--- src/rtl/seg7_pkg.sv ---
// Purpose: shared seven-segment constants for the BCD display scan driver.
// Latency: n/a (constants only).
// Backpressure: n/a.
// Segment patterns are active-high, bit0 = a ... bit6 = g.
package seg7_pkg;

  localparam int BCD_W = 4;

  localparam logic [6:0] SEG_0     = 7'h3F;
  localparam logic [6:0] SEG_1     = 7'h06;
  localparam logic [6:0] SEG_2     = 7'h5B;
  localparam logic [6:0] SEG_3     = 7'h4F;
  localparam logic [6:0] SEG_4     = 7'h66;
  localparam logic [6:0] SEG_5     = 7'h6D;
  localparam logic [6:0] SEG_6     = 7'h7D;
  localparam logic [6:0] SEG_7     = 7'h07;
  localparam logic [6:0] SEG_8     = 7'h7F;
  localparam logic [6:0] SEG_9     = 7'h6F;
  localparam logic [6:0] SEG_MINUS = 7'h40;
  localparam logic [6:0] SEG_OFF   = 7'h00;

endpackage

--- src/rtl/bcd_to_seg7.sv ---
// Purpose: decode one BCD digit to an active-high seven-segment pattern.
// Latency: combinational.
// Backpressure: none.
// Ports: bcd (4-bit digit in), seg (7-bit pattern out, codes 10-15 show a minus sign).
module bcd_to_seg7
  import seg7_pkg::*;
(
  input  logic [BCD_W-1:0] bcd,
  output logic [6:0]       seg
);

  always_comb begin
    seg = SEG_MINUS;
    case (bcd)
      4'd0: seg = SEG_0;
      4'd1: seg = SEG_1;
      4'd2: seg = SEG_2;
      4'd3: seg = SEG_3;
      4'd4: seg = SEG_4;
      4'd5: seg = SEG_5;
      4'd6: seg = SEG_6;
      4'd7: seg = SEG_7;
      4'd8: seg = SEG_8;
      4'd9: seg = SEG_9;
      default: seg = SEG_MINUS;
    endcase
  end

endmodule

--- src/rtl/bcd_seg_scan_driver.sv ---
// Purpose: snapshot packed BCD digits and time-multiplex them onto one 7-seg display.
// Latency: outputs registered, 1 cycle after (index, prescaler, snapshot) state.
// Backpressure: none; load is sampled every edge, scanning free-runs.
// Ports: clk/reset (async high), bcd_in/dp_in snapshot on load, blank_lz level,
//        seg/dp/an to the pins (polarity by parameter), frame_done pulse per full scan.
module bcd_seg_scan_driver
  import seg7_pkg::*;
#(
  parameter int DIGITS         = 4,
  parameter int REFRESH_DIV    = 100000,
  parameter int BLANK_CYCLES   = 1,
  parameter bit SEG_ACTIVE_LOW = 1'b1,
  parameter bit AN_ACTIVE_LOW  = 1'b1
) (
  input  logic                    clk,
  input  logic                    reset,
  input  logic [BCD_W*DIGITS-1:0] bcd_in,
  input  logic                    load,
  input  logic                    blank_lz,
  input  logic [DIGITS-1:0]       dp_in,
  output logic [6:0]              seg,
  output logic                    dp,
  output logic [DIGITS-1:0]       an,
  output logic                    frame_done
);

  localparam int PW = $clog2(REFRESH_DIV);
  localparam int IW = $clog2(DIGITS);
  localparam logic [PW-1:0]     PRESC_LAST = PW'(REFRESH_DIV - 1);
  localparam logic [PW-1:0]     BLANK_END  = PW'(BLANK_CYCLES);
  localparam logic [IW-1:0]     IDX_LAST   = IW'(DIGITS - 1);
  localparam logic [6:0]        SEG_IDLE   = SEG_ACTIVE_LOW ? 7'h7F : 7'h00;
  localparam logic              DP_IDLE    = SEG_ACTIVE_LOW;
  localparam logic [DIGITS-1:0] AN_IDLE    = AN_ACTIVE_LOW ? '1 : '0;

  logic [BCD_W*DIGITS-1:0] snap_q, snap_d;
  logic [DIGITS-1:0]       dp_snap_q, dp_snap_d;
  logic [PW-1:0]           presc_q, presc_d;
  logic [IW-1:0]           idx_q, idx_d;
  logic                    frame_done_q, frame_done_d;
  logic [6:0]              seg_q, seg_d;
  logic                    dp_q, dp_d;
  logic [DIGITS-1:0]       an_q, an_d;

  logic                    tick;
  logic [BCD_W-1:0]        cur_bcd;
  logic                    cur_dp;
  logic [6:0]              cur_pat;
  logic                    zeros_above;
  logic                    lz_blank;
  logic [DIGITS-1:0]       an_onehot;

  // Counters and snapshot. A load on a tick edge lands together with the
  // index advance, so the new slot decodes the freshly captured value.
  always_comb begin
    tick         = (presc_q == PRESC_LAST);
    snap_d       = load ? bcd_in : snap_q;
    dp_snap_d    = load ? dp_in : dp_snap_q;
    presc_d      = tick ? '0 : presc_q + PW'(1);
    idx_d        = idx_q;
    frame_done_d = 1'b0;
    if (tick) begin
      idx_d        = (idx_q == IDX_LAST) ? '0 : idx_q + IW'(1);
      frame_done_d = (idx_q == IDX_LAST);
    end
  end

  // Digit mux and leading-zero detection. Walking from the most significant
  // digit down, zeros_above stays set only while every digit so far is 0.
  always_comb begin
    cur_bcd     = '0;
    cur_dp      = 1'b0;
    zeros_above = 1'b1;
    lz_blank    = 1'b0;
    an_onehot   = '0;
    for (int i = DIGITS - 1; i >= 0; i--) begin
      if (i > 0) begin
        zeros_above = zeros_above & (snap_q[i*BCD_W +: BCD_W] == '0);
      end
      if (idx_q == IW'(i)) begin
        cur_bcd      = snap_q[i*BCD_W +: BCD_W];
        cur_dp       = dp_snap_q[i];
        an_onehot[i] = 1'b1;
        lz_blank     = (i > 0) && blank_lz && zeros_above;
      end
    end
  end

  bcd_to_seg7 u_dec (
    .bcd (cur_bcd),
    .seg (cur_pat)
  );

  // Output stage: seg/dp keep showing the digit through the anti-ghost window,
  // only the anode is held off.
  always_comb begin
    seg_d = (lz_blank ? SEG_OFF : cur_pat) ^ {7{SEG_ACTIVE_LOW}};
    dp_d  = cur_dp ^ SEG_ACTIVE_LOW;
    an_d  = ((presc_q < BLANK_END) ? '0 : an_onehot) ^ {DIGITS{AN_ACTIVE_LOW}};
  end

  always_ff @(posedge clk or posedge reset) begin
    if (reset) begin
      snap_q       <= '0;
      dp_snap_q    <= '0;
      presc_q      <= '0;
      idx_q        <= '0;
      frame_done_q <= 1'b0;
      seg_q        <= SEG_IDLE;
      dp_q         <= DP_IDLE;
      an_q         <= AN_IDLE;
    end else begin
      snap_q       <= snap_d;
      dp_snap_q    <= dp_snap_d;
      presc_q      <= presc_d;
      idx_q        <= idx_d;
      frame_done_q <= frame_done_d;
      seg_q        <= seg_d;
      dp_q         <= dp_d;
      an_q         <= an_d;
    end
  end

  assign seg        = seg_q;
  assign dp         = dp_q;
  assign an         = an_q;
  assign frame_done = frame_done_q;

endmodule

--- config.mk ---
export PLATFORM = sky130hd
export DESIGN_NAME = bcd_seg_scan_driver
export DESIGN_NICKNAME = d
export VERILOG_FILES = /design/src/rtl/seg7_pkg.sv /design/src/rtl/bcd_to_seg7.sv /design/src/rtl/bcd_seg_scan_driver.sv
export SDC_FILE = /design/constraint.sdc
export NUM_CORES = 1
export LEC_CHECK = 0
export CAP_MARGIN = 20
export CELL_PAD_IN_SITES_DETAIL_PLACEMENT = 1
export CELL_PAD_IN_SITES_GLOBAL_PLACEMENT = 1
export CORE_AREA = 3 3 85 87
export DETAILED_ROUTE_END_ITERATION = 8
export DIE_AREA = 0 0 88 90
export GPL_TIMING_DRIVEN = 0
export PLACE_DENSITY = 0.75
export SYNTH_ARGS = -nofsm -noshare
export SYNTH_HDL_FRONTEND = slang
export SYNTH_SLANG_ARGS = --single-unit
--- constraint.sdc ---
create_clock -name clk -period 2.3 [get_ports clk]
set_clock_uncertainty 0.05 [all_clocks]
set_input_delay 0.345 -clock clk [delete_from_list [all_inputs] [get_ports clk]]
set_output_delay 0.345 -clock clk [all_outputs]
set_load 0.02 [all_outputs]
Yosys cells after proc, flatten, opt, wreduce, memory -nomap -nowiden
Memory sizes are Yosys's and may differ from the RTL's.
Index checks and enable logic that the tools add are counted.

storage, ports and cells
  ROM bits = 112
  word-level logic and storage cells = 49
  memories = 1
  register bits = 52

cells by class
  bitwise operators = 5
  multiplexer cells = 21
  reductions and logical operators = 7
  add/sub/neg operators = 2
  equality and inequality tests = 4
  magnitude comparators = 1

memories
  name              words  bits a word  rd ports  clocked after Yosys merged registers in  wr ports  RTL line           RTL
  (name not given)  16     7            1         0                                        0         bcd_to_seg7.sv:14  case (bcd)

operators with widths
  operator                                             count
  2-to-1 mux 4 bit                                     5
  adder 17 x 1 -> 17 bit, second input constant        1
  equality test 17 bit, second input constant          1
  < comparator 17 x 1 -> 1 bit, second input constant  1
  2-to-1 mux 17 bit                                    1
  2-to-1 mux 1 bit                                     13
  logical NOT 4 bit                                    3
  2-to-1 mux 7 bit                                     1
  NOT 7 bit                                            1
  equality test 2 bit, second input constant           2
  NOT 4 bit                                            1
  logical AND 1 bit                                    3
  adder 2 x 1 -> 2 bit, second input constant          1
  AND 1 bit                                            2
  equality test 2 x 1 -> 1 bit, second input constant  1
  logical NOT 2 bit                                    1
  2-to-1 mux 2 bit                                     1
  NOT 1 bit                                            1

Depth between registers and ports, before layout
  depth in word-level cells = 8
  gate-level depth with buffers = 11

By module
Synthesis repeated with hierarchy kept, for this count alone.

unflattened totals
  cells, all modules = 231
  area, all modules = 2553.7 um^2

modules (own cells, without submodules)
  module               instances  area an instance (um^2)  cells an instance  seq. area each (um^2)
  bcd_seg_scan_driver  1          2328.5                   202                1316.3
  bcd_to_seg7          1          225.2                    29                 0.0

Worst setup path before layout
Ideal clock, no wire load.

  path kind = register -> register
  start point = register idx_q[0]
  end point = register seg_q[3], in the netlist seg[3]
  period minus slack after synthesis = 2.162 ns
  cell stages (with the launch flop) = 11
  setup slack = 0.138 ns
  buffers on the path = 1
  library setup time = 0.111 ns
  arrival time = 2.001 ns
  cells stage by stage = dfrtp_1 inv_1 ha_1 buf_4 nor2b_1 a22oi_1 a21oi_1 inv_1 ha_1 nor2_1 o311ai_0

on the way
  cells in the longest elaborated chain, start to end = 8
  elaborated cells on any way between the ends = 15

ends and longest elaborated chain
  item                           RTL line                    RTL
  from (decl)                    bcd_seg_scan_driver.sv:39   logic [IW-1:0] idx_q, idx_d;
  from (signal assigned)         bcd_seg_scan_driver.sv:116  idx_q <= idx_d;
  equality test 2 bit            bcd_seg_scan_driver.sv:80   if (idx_q == IW'(i)) begin
  2-to-1 mux 4 bit (4 in a row)  bcd_seg_scan_driver.sv:80
  memory (16 x 7 bit)            --
  2-to-1 mux 7 bit (*)           bcd_seg_scan_driver.sv:97   seg_d = (lz_blank ? SEG_OFF : cur_pat) ^ {7{SEG_ACTIVE_LOW}};
  NOT 7 bit (no line) (*)        --
  via seg_d[3]                   bcd_seg_scan_driver.sv:41   logic [6:0] seg_q, seg_d;
  to (signal assigned)           bcd_seg_scan_driver.sv:118  seg_q <= seg_d;
  to (decl)                      bcd_seg_scan_driver.sv:41

Mark *: on every way through the listed nets, which the timed path passes. The rest lies on a longest branch.
A chain may end at the register's enable or synchronous reset.

Worst setup path after layout
Same ends and word-level chain as after synthesis.

==> summary.txt <==
Setup path
  – Most common cell on crit path: ha_1
  – CP Launch Type: register
  – CP endpoint kind: register
  – R2r worst-path depth: 10
  – Worst path max stage delay: 0.43 ns
  – WP data required: 2.46 ns
  – Crit path DAT: 2.29 ns
  – Worst path cell trace: inv_2, ha_1, buf_4, nor2b_4, a22oi_1, a21oi_2, inv_1, ha_1, nor2_2, o311ai_0
  – Crit-path max FO: 10
  – CP max stage cell: dfrtp_2
  – Crit path kind: reg -> reg

Placed design
  – HPWL Detailed: just over 4000 um
  – Port buffer count: 35
  – Final Wtd Congestion: 0.7862
  – Placement Setup Slack: -0.2754 ns
  – Placed insts: 325

Global route
  – Total GRT Usage: 0.1490
  – Initial antenna violation count: 0
  – Routing usage on met2: 0.2575
  – Routing usage on met1: 0.1827
  – Largest net degree at the start of global routing: 37
  – First-pass GRT wire length: 9384 um
  – Top Usage Layer GRT: met2
  – Overflow after GRT: 0
  – Vias in the first global route: 1972
  – Global-route met3 utilization: 0.03199

Cells and area
  – Nets: 290
  – Diode count: 0
  – Share of cells above drive strength 1: 0.2529
  – Area delta synth->final: 24.89%
  – Most common cell after layout, fill and taps aside: dfrtp_1
  – Most frequent cells in the layout: dfrtp_1 (39), clkdlybuf4s50_1 (35), mux2_2 (21), nand2_1 (15), dfstp_2 (12)
  – Finished Core Util: 0.4800
  – Filler instances: about 700
  – Final non-filler cell total: 334

Pwr
  – Worst VDD drop: between 0.2 and 0.25 mV
  – Pwr dens: 597.1 nW/um^2
  – Static leakage: 1.249 nW

STA
  – Final period utilization: 0.9285
  – Worst-margin pin slew: 0.5648 ns
  – Final Hold Fails: 0
  – Max Fclk: between 400 and 500 MHz
  – Worst Slack Setup Final: between 0.15 and 0.2 ns
  – Max-slew headroom: 0.6235
  – Final setup TNS: 0 ns
  – Slew Limit Fails: 0
  – Tmin final: roughly 2.1 ns
  – Final setup viols: 0

Floorplanning
  – Top-Level Pins: 37
  – Core area: 6422 um^2
  – Initial core utilization: 0.3844
  – Die height: around 90 um
  – Row cnt: 29
  – Chip width: approximately 90 um
  – DIE AREA: approximately 8000 um^2

Clock tree
  – Clock slew at reported path FFs: 0.10 ns
  – Clock tree root buffer cell: clkbuf_8
  – Hold_buf cts: 0
  – H-tree levels: 2
  – Longest Clk Path Bufs: 2
  – Worst-Skew Late Latency: 0.31 ns
  – CTS tree: yes
  – CTS buffer count: 5
  – Sinks on Clock Net: 52

Routing
  – DRC Markers: 0
  – Drt wl/cell: 16.32 um
  – Routed Antenna Nets: 0
  – Initial DRC count: 40
  – WL final: 5452 um
  – Detailed Routing Iterations Pass 1: 3
  – Via count: between 1.5k and 2k
  – Via/cell ratio: 5.317

Logic synthesis
  – Post-synth ARST share: 1.000
  – Synthesis-stage register bit count: 52
  – Syn_nets: 246
  – Netlist cell types: 46
  – Number of flops mapped to enable cells by yosys: 0
  – Seq/Total Area, Yosys: 0.5332
  – Post-synthesis cell count: 212
  – Synth Cell Area: 2469 um^2
  – Top FF cell, synth: dfrtp_1
  – Avg Synthesized Cell Area: 11.64 um^2
  – Ys Warns: 0

Min path
  – Hold crit path type: in -> async

Run
  – MaxCap Viol Count: 0

Outcome
  – Status: finished, final reports clean
repair_timing:
item | CTS | global route
setup buffers | 1 | 0
pin swaps | 1 | 1
gates resized for setup | 4 | 10
endpoints found under the setup margin | 6 | 6
per-stage QoR:
| step | power, mW | hold slack (ns) | instance area [um^2] |
|---|---|---|---|
| 3_3_place_gp | 1.281 | 0.3569 | 2915 |
| 5_1_grt | 1.932 | 0.3037 | 3083 |
| 4_1_cts | 1.857 | 0.2854 | 3058 |
| 2_1_floorplan | 1.171 | 0.3350 | 2469 |
| 3_5_place_dp | 1.295 | 0.3680 | 2935 |
| 6_report | 1.841 | 0.2785 | 3083 |
flip-flops by register name, summed over array words and instances, names as in the netlist:
register / count
dp: 1
frame_done: 1
presc_q: 17
an: 4
dp_snap_q: 4
idx_q: 2
snap_q: 16
seg: 7
final timing paths:
check | slack, ns | startpoint | to
max in group asynchronous | 1.34 | reset | an[2]
min in group clk | 0.38 | dp_snap_q[0] | dp
worst max register to register | 0.16 | idx_q[0] | seg[3]
worst min-delay path | 0.28 | reset | presc_q[11]
worst max-delay path | 0.16 | idx_q[0] | seg[3]
worst min register to register | 0.38 | dp_snap_q[0] | dp
worst max-delay path, delay by kind of cell, from the launching register on:
| family | cells | cell delay [ns] |
|---|---|---|
| buffers and inverters | 3 | 0.33 |
| AO/OA/AOI/OAI | 3 | 0.55 |
| flip-flops | 1 | 0.43 |
| AND/OR/NAND/NOR | 2 | 0.19 |
| adder cells (fa/ha/maj) | 2 | 0.51 |
Yosys cell counts, types with 2 or more instances:
cell,count,area share
nand3b_1,3,0.0091
nor3_1,4,0.0081
buf_4,2,0.0061
dfrtp_1,40,0.41
nand3_1,6,0.012
inv_1,8,0.012
nor3b_1,2,0.0061
nor2b_1,4,0.010
or3_1,2,0.0051
a211oi_1,3,0.0091
xnor2_1,8,0.028
nor4_1,6,0.015
nand4_1,6,0.015
o311ai_0,2,0.0071
nand2_1,15,0.023
xor2_1,4,0.014
and2_1,2,0.0051
o21ai_0,6,0.012
buf_2,2,0.0041
mux2_2,21,0.096
ha_1,10,0.051
a21oi_1,6,0.012
nor2_1,13,0.020
dfstp_2,12,0.13
o22ai_1,3,0.0076
clkbuf_1,2,0.0030
area by class of cell:
cell class,instances,area (um^2),share of cell area
Buffer,8,52.55,0.01705
Clock buffer,7,86.33,0.02800
Clock inverter,1,7.507,0.002435
Inverter,8,30.03,0.009740
Multi-Input combinational cell,144,1115,0.3616
Sequential cell,52,1318,0.4274
Tap cell,77,96.34,0.03125
Timing Repair Buffer,37,377.9,0.1226
power breakdown:
group          internal [mW]  switching, mW
combinational          0.139          0.124
clock                  0.246          0.313
sequential             0.986         0.0327
total                   1.37          0.470
metal layers:
metal	share of wire	wire length, um
met1	0.43	2322
met3	0.036	196
met2	0.52	2855
met4	0.014	77
met5	0	0
cell families (layout without fill, tap and decap cells):
| logic type | after synthesis | count (layout) | share of synthesized area |
|---|---|---|---|
| AOI/OAI and AO/OA | 28 | 28 | 0.07552 |
| DFF | 52 | 52 | 0.5332 |
| adders and majority gates | 10 | 10 | 0.05068 |
| and+or+nand+nor | 72 | 72 | 0.1663 |
| muxes | 22 | 22 | 0.09985 |
| buffers and inverters | 16 | 61 | 0.03193 |
| xor gates and xnor gates | 12 | 12 | 0.04257 |
Note: power is estimated with default switching activity, not from simulation.
